==> config.mk <==
export PLATFORM = sky130hd
export DESIGN_NAME = hazard_fwd_ctrl
export DESIGN_NICKNAME = d
export VERILOG_FILES = /design/src/rtl/mips_defs.sv /design/src/rtl/hazard_decode.sv /design/src/rtl/hazard_fwd_ctrl.sv
export SDC_FILE = /design/constraint.sdc
export NUM_CORES = 1
export LEC_CHECK = 0
export BUFFER_PORTS_ARGS = -buffer_cell sky130_fd_sc_hd__buf_2
export CORE_UTILIZATION = 50
export CTS_CLUSTER_SIZE = 40
export DETAILED_ROUTE_END_ITERATION = 6
export PLACE_DENSITY = 0.75
export SLEW_MARGIN = 20
export SYNTH_ARGS = -nofsm -noshare
export SYNTH_HDL_FRONTEND = slang
export SYNTH_SLANG_ARGS = --single-unit
==> constraint.sdc <==
create_clock -name clk -period 7.7 [get_ports clk]
set_clock_uncertainty 0.05 [all_clocks]
set_input_delay 1.54 -clock clk [delete_from_list [all_inputs] [get_ports clk]]
set_output_delay 1.54 -clock clk [all_outputs]
set_load 0.02 [all_outputs]
==> src/rtl/mips_defs.sv <==
// Shared MIPS pipeline definitions: field widths, opcodes, bypass selects, hazard records.
package mips_defs;

   localparam int unsigned REG_W  = 5;
   localparam int unsigned TNEW_W = 2;
   localparam int unsigned TUSE_W = 2;
   localparam int unsigned SEL_W  = 3;
   localparam int unsigned OP_W   = 6;
   localparam int unsigned INSN_W = 32;

   localparam logic [REG_W-1:0] RA_REG = REG_W'(31);

   // Primary opcodes
   localparam logic [OP_W-1:0] OP_SPECIAL = 6'h00;
   localparam logic [OP_W-1:0] OP_REGIMM  = 6'h01;
   localparam logic [OP_W-1:0] OP_J       = 6'h02;
   localparam logic [OP_W-1:0] OP_JAL     = 6'h03;
   localparam logic [OP_W-1:0] OP_BEQ     = 6'h04;
   localparam logic [OP_W-1:0] OP_ORI     = 6'h0d;
   localparam logic [OP_W-1:0] OP_LUI     = 6'h0f;
   localparam logic [OP_W-1:0] OP_LW      = 6'h23;
   localparam logic [OP_W-1:0] OP_SW      = 6'h2b;

   // SPECIAL function codes and REGIMM rt selector
   localparam logic [OP_W-1:0]  FN_JR   = 6'h08;
   localparam logic [OP_W-1:0]  FN_ADDU = 6'h21;
   localparam logic [OP_W-1:0]  FN_SUBU = 6'h23;
   localparam logic [REG_W-1:0] RT_BGEZ = 5'h01;

   // Bypass mux select encodings; 5..7 are never produced
   localparam logic [SEL_W-1:0] SEL_NONE     = 3'd0;
   localparam logic [SEL_W-1:0] SEL_PC8_E    = 3'd1;
   localparam logic [SEL_W-1:0] SEL_ALUOUT_M = 3'd2;
   localparam logic [SEL_W-1:0] SEL_PC8_M    = 3'd3;
   localparam logic [SEL_W-1:0] SEL_RFWD_W   = 3'd4;

   typedef enum logic [1:0] {
      KIND_ALU  = 2'd0,
      KIND_LOAD = 2'd1,
      KIND_LINK = 2'd2
   } kind_e;

   // Decoded D-stage instruction; rs/rt are zeroed when the operand is not read
   typedef struct packed {
      logic              use_rs;
      logic              use_rt;
      logic [TUSE_W-1:0] tuse_rs;
      logic [TUSE_W-1:0] tuse_rt;
      logic [REG_W-1:0]  rs;
      logic [REG_W-1:0]  rt;
      logic [REG_W-1:0]  dest;
      logic [TNEW_W-1:0] tnew;
      kind_e             kind;
   } dec_t;

   // Shadow record of one in-flight instruction in E, M or W
   typedef struct packed {
      logic              valid;
      logic [REG_W-1:0]  dest;
      logic [TNEW_W-1:0] tnew;
      kind_e             kind;
      logic [REG_W-1:0]  rs;
      logic [REG_W-1:0]  rt;
   } stage_rec_t;

   localparam stage_rec_t REC_BUBBLE = '{
      valid : 1'b0,
      dest  : '0,
      tnew  : '0,
      kind  : KIND_ALU,
      rs    : '0,
      rt    : '0
   };

   // Tnew counts down one per stage advance and holds at zero
   function automatic logic [TNEW_W-1:0] tnew_dec(input logic [TNEW_W-1:0] t);
      return (t == '0) ? TNEW_W'(0) : t - TNEW_W'(1);
   endfunction

endpackage

==> src/rtl/hazard_decode.sv <==
// Combinational decode of one instruction into operand-use timing and writer info.
module hazard_decode
   import mips_defs::*;
(
   input  logic [INSN_W-1:0] ir,
   output dec_t              dec
);

   logic [OP_W-1:0]  w_op;
   logic [OP_W-1:0]  w_funct;
   logic [REG_W-1:0] w_rs;
   logic [REG_W-1:0] w_rt;
   logic [REG_W-1:0] w_rd;
   logic             w_unused_shamt;

   assign w_op           = ir[31:26];
   assign w_rs           = ir[25:21];
   assign w_rt           = ir[20:16];
   assign w_rd           = ir[15:11];
   assign w_funct        = ir[5:0];
   assign w_unused_shamt = ^ir[10:6];

   // Opcode table: which sources are read when, and what gets written when
   always_comb begin
      dec      = '0;
      dec.kind = KIND_ALU;
      case (w_op)
         OP_SPECIAL: begin
            case (w_funct)
               FN_ADDU, FN_SUBU: begin
                  dec.use_rs  = 1'b1;
                  dec.use_rt  = 1'b1;
                  dec.tuse_rs = TUSE_W'(1);
                  dec.tuse_rt = TUSE_W'(1);
                  dec.dest    = w_rd;
                  dec.tnew    = TNEW_W'(1);
               end
               FN_JR: begin
                  dec.use_rs  = 1'b1;
                  dec.tuse_rs = TUSE_W'(0);
               end
               default: ;
            endcase
         end
         OP_ORI, OP_LUI: begin
            dec.use_rs  = 1'b1;
            dec.tuse_rs = TUSE_W'(1);
            dec.dest    = w_rt;
            dec.tnew    = TNEW_W'(1);
         end
         OP_LW: begin
            dec.use_rs  = 1'b1;
            dec.tuse_rs = TUSE_W'(1);
            dec.dest    = w_rt;
            dec.tnew    = TNEW_W'(2);
            dec.kind    = KIND_LOAD;
         end
         OP_SW: begin
            dec.use_rs  = 1'b1;
            dec.use_rt  = 1'b1;
            dec.tuse_rs = TUSE_W'(1);
            dec.tuse_rt = TUSE_W'(2);
         end
         OP_BEQ: begin
            dec.use_rs  = 1'b1;
            dec.use_rt  = 1'b1;
            dec.tuse_rs = TUSE_W'(0);
            dec.tuse_rt = TUSE_W'(0);
         end
         OP_REGIMM: begin
            if (w_rt == RT_BGEZ) begin
               dec.use_rs  = 1'b1;
               dec.tuse_rs = TUSE_W'(0);
            end
         end
         OP_JAL: begin
            dec.dest = RA_REG;
            dec.tnew = TNEW_W'(0);
            dec.kind = KIND_LINK;
         end
         default: ;
      endcase
      // Unread operands look like $0 so they never match a writer
      dec.rs = dec.use_rs ? w_rs : REG_W'(0);
      dec.rt = dec.use_rt ? w_rt : REG_W'(0);
   end

endmodule

==> src/rtl/hazard_fwd_ctrl.sv <==
// Stall and bypass-select generation for the 5-stage MIPS pipeline.
// Keeps shadow E/M/W writer records and compares them against D, E and M operands.
module hazard_fwd_ctrl
   import mips_defs::*;
(
   input  logic              clk,
   input  logic              reset_n,
   input  logic [INSN_W-1:0] ir_d,
   output logic              stall,
   output logic [SEL_W-1:0]  sel_rsd,
   output logic [SEL_W-1:0]  sel_rtd,
   output logic [SEL_W-1:0]  sel_rse,
   output logic [SEL_W-1:0]  sel_rte,
   output logic [SEL_W-1:0]  sel_rtm
);

   dec_t       w_dec;
   stage_rec_t w_issue;
   stage_rec_t w_e_adv;
   stage_rec_t r_e;
   stage_rec_t r_m;
   stage_rec_t r_w;
   logic       w_stall_rs;
   logic       w_stall_rt;
   logic       w_stall;
   logic       w_unused_rec;

   // A live writer of register r ($0 is never a writer)
   function automatic logic hit(input stage_rec_t rec, input logic [REG_W-1:0] r);
      return rec.valid && (r != '0) && (rec.dest == r);
   endfunction

   // Writer in rec still too young for a consumer needing r at tuse
   function automatic logic too_late(input stage_rec_t rec, input logic [REG_W-1:0] r,
                                     input logic [TUSE_W-1:0] tuse);
      return hit(rec, r) && (rec.tnew > tuse);
   endfunction

   // M/W forwarding chain; a young match in M blocks the older W value
   function automatic logic [SEL_W-1:0] sel_mw(input logic [REG_W-1:0] r,
                                               input stage_rec_t m, input stage_rec_t w);
      logic [SEL_W-1:0] s;
      s = SEL_NONE;
      if (hit(m, r)) begin
         if (m.tnew == '0) begin
            if (m.kind == KIND_LINK)
               s = SEL_PC8_M;
            else if (m.kind == KIND_ALU)
               s = SEL_ALUOUT_M;
         end
      end else if (hit(w, r)) begin
         s = SEL_RFWD_W;
      end
      return s;
   endfunction

   // D-stage chain: only a ready jal in E forwards, otherwise fall to M/W
   function automatic logic [SEL_W-1:0] sel_emw(input logic [REG_W-1:0] r, input stage_rec_t e,
                                                input stage_rec_t m, input stage_rec_t w);
      logic [SEL_W-1:0] s;
      s = SEL_NONE;
      if (hit(e, r)) begin
         if ((e.tnew == '0) && (e.kind == KIND_LINK))
            s = SEL_PC8_E;
      end else begin
         s = sel_mw(r, m, w);
      end
      return s;
   endfunction

   hazard_decode u_decode (
      .ir  (ir_d),
      .dec (w_dec)
   );

   // Record for the D instruction entering E, and the E record aged into M
   always_comb begin
      w_issue       = REC_BUBBLE;
      w_issue.valid = 1'b1;
      w_issue.dest  = w_dec.dest;
      w_issue.tnew  = w_dec.tnew;
      w_issue.kind  = w_dec.kind;
      w_issue.rs    = w_dec.rs;
      w_issue.rt    = w_dec.rt;
      w_e_adv       = r_e;
      w_e_adv.tnew  = tnew_dec(r_e.tnew);
   end

   // Stall when a D source is produced too late by a writer in E or M
   always_comb begin
      w_stall_rs = 1'b0;
      w_stall_rt = 1'b0;
      if (w_dec.use_rs)
         w_stall_rs = too_late(r_e, w_dec.rs, w_dec.tuse_rs) ||
                      too_late(r_m, w_dec.rs, w_dec.tuse_rs);
      if (w_dec.use_rt)
         w_stall_rt = too_late(r_e, w_dec.rt, w_dec.tuse_rt) ||
                      too_late(r_m, w_dec.rt, w_dec.tuse_rt);
      w_stall = w_stall_rs || w_stall_rt;
   end

   // Shadow pipeline advance; a stalled D leaves a bubble in E
   always_ff @(posedge clk or negedge reset_n) begin
      if (!reset_n) begin
         r_e <= REC_BUBBLE;
         r_m <= REC_BUBBLE;
         r_w <= REC_BUBBLE;
      end else begin
         r_w <= r_m;
         r_m <= w_e_adv;
         r_e <= w_stall ? REC_BUBBLE : w_issue;
      end
   end

   assign stall   = w_stall;
   assign sel_rsd = sel_emw(w_dec.rs, r_e, r_m, r_w);
   assign sel_rtd = sel_emw(w_dec.rt, r_e, r_m, r_w);
   assign sel_rse = sel_mw(r_e.rs, r_m, r_w);
   assign sel_rte = sel_mw(r_e.rt, r_m, r_w);
   assign sel_rtm = hit(r_w, r_m.rt) ? SEL_RFWD_W : SEL_NONE;

   // Record fields that no comparison needs
   assign w_unused_rec = ^{r_m.rs, r_w.tnew, r_w.kind, r_w.rs, r_w.rt};

endmodule

==> run_results.csv <==
group,metric,value,unit
yosys,synth_cells,296,
detailed_routing,vias,2255,
run,cap_viol_max_count,0,
power_and_ir_drop,netSwitchingPower,0.000114,W
setup_path,crit_fanout,8,
sta,finalHoldViolCount,0,
clock_network,ctsHoldBuffers,0,
clock_network,cts_resized,0,
yosys,synth_area_leaders,"dfrtp_1 37%, xnor2_1 9.3%, xor2_1 7.1%, nand2_1 3.2%, nor2_1 3.0%",
detailed_routing,first_pass_iters,4,
sta,fin_crit_sh,78.6,%
sta,tightest_slew,1.10,ns
detailed_routing,dr_wl_met2,3030,um
clock_network,clk_path_buf_depth,2,
setup_path,crit_type,"in2out",
floorplanning,core,5170,um^2
cells_and_area,nNetsFinal,361,
detailed_routing,routed.top_layer,"met4",
detailed_routing,wl_met3,368,um
setup_path,cp.required,6.11,ns
floorplanning,die_w,75.8,um
setup_path,worstSetupStartpointType,"input port",
clock_network,clock_latency,0.29,ns
cells_and_area,drive_gt1_share,21.2,%
clock_network,cts_setup_buffers,0,
worst_hold_path,hp-class,"reg2reg",
setup_path,timing.reg2reg.setup_slack,5.06,ns
place,hpwl,4870,um
power_and_ir_drop,p_clk_share,31.5,%
power_and_ir_drop,swShare,27.4,%
yosys,yosysTopAreaCell,"dfrtp_1",
sta,relSlewSlack,26.3,%
power_and_ir_drop,power_frac_comb,15.6,%
detailed_routing,wl_met1,2920,um
yosys,synth_top_area_share,36.7,%
place,io_buffers,42,
global_routing,grt_pass1_vias,2077,
power_and_ir_drop,vdd_drop_max,68.8,uV
cells_and_area,syn2layout_area_growth,9.32,%
sta,hold_ws,0.329,ns
setup_path,r2r-start,"r_m[15]",
floorplanning,die_area,5750,um^2
yosys,postSynthAreaPerCell,9.21,um^2
clock_network,cts.sinks,40,
floorplanning,rows,26,
detailed_routing,routedWlPerCell,16.5,um
setup_path,worst_r2r_path_depth,6,
sta,period_minus_slack,6.05,ns
yosys,yosysWarnings,0,
sta,fmax,165,MHz
power_and_ir_drop,p_per_area,139,nW/um^2
yosys,seq_area_frac_synth,36.7,%
sta,drv_slew,0,
yosys,synth-async-reset-ratio,100,%
sta,setup_tns,0,ns
global_routing,grt_overflow,0,
detailed_routing,via_per_inst,5.77,
detailed_routing,drt-total-wl,6440,um
yosys,ys_ff_latch,40,
setup_path,crit_path_frequent_cell,"buf_2",
yosys,synth_edf_count,0,
power_and_ir_drop,power.internal,0.000301,W
cells_and_area,final_cell_mix,"42 x buf_2, 40 x dfrtp_1, 29 x xnor2_1",
setup_path,r2r-end,"r_e[10]",
floorplanning,start_util,52.7,%
detailed_routing,drt_iter0_markers,172,
clock_network,cts_max_level,2,
global_routing,grt_max_degree,41,
global_routing,grt_pass1_wl,10500,um
setup_path,critPathTopFamily,"simple AND/OR/NAND/NOR gates",
power_and_ir_drop,p_leak,1.40,nW
cells_and_area,num_antenna_cells,0,
yosys,synthDistinctLibCells,55,
floorplanning,ios,50,
setup_path,worstPathCellList,"buf_2 -> or4_1 -> or2_2 -> nor2_1 -> ha_1 -> a2bb2oi_1 -> nor4bb_1 -> o21bai_1 -> nand3_1 -> buf_2",
clock_network,cts_root_buffer,"clkbuf_8",
cells_and_area,final_common_cell,"buf_2",
place,gp_congestion,0.904,
global_routing,antenna_found_initial,0,
detailed_routing,antenna_left,0,
global_routing,grt_use_total,25.1,%
sta,rsz0062_at_grt,"false",
cells_and_area,fill_cells,449,
sta,setup_viol,0,
yosys,synth_ff_type,"dfrtp_1",
setup_path,cp_slowest_cell,"or4_1",
floorplanning,die_h,75.8,um
setup_path,crit_cells,10,
setup_path,crit_arrival,4.46,ns
run_status,status,"finished clean",
setup_path,end_kind,"output pin",
yosys,syn_area,2730,um^2
detailed_routing,route.detailed.drc,0,
setup_path,cp-endpoint,"stall",
setup_path,path_buf_inv,2,
setup_path,slowest_delay,0.56,ns
power_and_ir_drop,seqPwrFrac,52.9,%
clock_network,cts.clk_slew.worst_paths,0.07,ns
setup_path,setup.worst_path.start,"ir_d[27]",
clock_network,numCtsBuffers,5,
clock_network,tritoncts,"yes",
==> cells in the mapped netlist (2+ instances only) <==
cell and instances:
dfrtp_1 40, xnor2_1 29, nand2_1 23, nor2_1 22, xor2_1 22, clkbuf_1 15
nor3_1 14, nand3_1 12, nor4_1 12, a21oi_1 7, and2_1 6, ha_1 6
nand4_1 6, nor2_2 6, a221oi_1 5, and3_1 5, buf_2 4, inv_1 4
nor3b_1 4, or4_1 4, buf_6 3, nand4b_1 3, nor2b_1 3, or2_2 3
buf_4 2, nor4bb_1 2, o2111ai_1 2, o211ai_1 2, o21ai_0 2, o21bai_1 2
o31ai_1 2
==> metrics by stage <==
step,utilization (%),power (W),instances,area (um^2),setup slack [ns]
4_1_cts,57.6,0.000417,391,2980,1.70
5_1_grt,57.6,0.000436,391,2980,1.39
3_5_place_dp,56.0,0.000288,384,2900,1.70
3_3_place_gp,56.0,0.000285,384,2900,1.74
6_report,57.6,0.000415,391,2980,1.65
2_1_floorplan,-,0.000268,297,2730,2.18
==> worst register-to-register path, stage by stage (launching register included) <==
cell	delay, ns
dfrtp_1	0.50
xnor2_1	0.15
nand2_1	0.07
nor3_1	0.42
nand3_1	0.22
o41ai_4	0.91
nor4_1	0.14
==> cell families after synthesis <==
| logic type | Yosys count | synth area share, % |
|---|---|---|
| buffers and inverters | 29 | 5.28 |
| DFF | 40 | 36.7 |
| AOI/OAI and AO/OA | 32 | 9.87 |
| xor gates and xnor gates | 51 | 16.4 |
| muxes | 1 | 0.413 |
| other | 1 | 0.138 |
| and+or+nand+nor | 136 | 28.4 |
| adders and majority gates | 6 | 2.75 |
==> final cells by class <==
cell class	instances	area (um^2)	area share [%]
Multi-Input combinational cell	228	1580	53.2
Sequential cell	40	1000	33.6
Clock buffer	5	68.8	2.31
Inverter	4	15.0	0.504
Timing Repair Buffer	42	210	7.06
Clock inverter	2	12.5	0.420
Tap cell	70	87.6	2.94
==> per-layer routing <==
layer | vias up | track usage [%]
met5 | - | 0
met4 | 0 | 8.85
met3 | 8 | 3.97
met2 | 96 | 40.4
met1 | 1062 | 34.4
li1 | 1089 | -
==> state kept, by name (all words and copies together), names as in the netlist <==
register	flops
r_w	6
r_e	19
r_m	15
==> power by group through the flow <==
stage	Combinational [W]	Clock (W)	Sequential (W)
2_1_floorplan	0.0000480	0	0.000220
3_3_place_gp	0.0000625	0	0.000223
3_5_place_dp	0.0000643	0	0.000223
4_1_cts	0.0000646	0.000134	0.000219
5_1_grt	0.0000725	0.000144	0.000220
6_report	0.0000648	0.000131	0.000219
==> how the worst min path moves through the flow <==
stage               cells past startpoint  slack [ns]    start       to
CTS                                     0        0.33  r_e[11]  r_m[11]
global route                            0        0.36  r_e[11]  r_m[11]
finish                                  0        0.33  r_e[11]  r_m[11]
floorplan                               0        0.30  r_e[11]  r_m[11]
global placement                        0        0.32  r_e[11]  r_m[11]
detailed placement                      0        0.32  r_e[11]  r_m[11]
(Power assumes the default switching activity.)
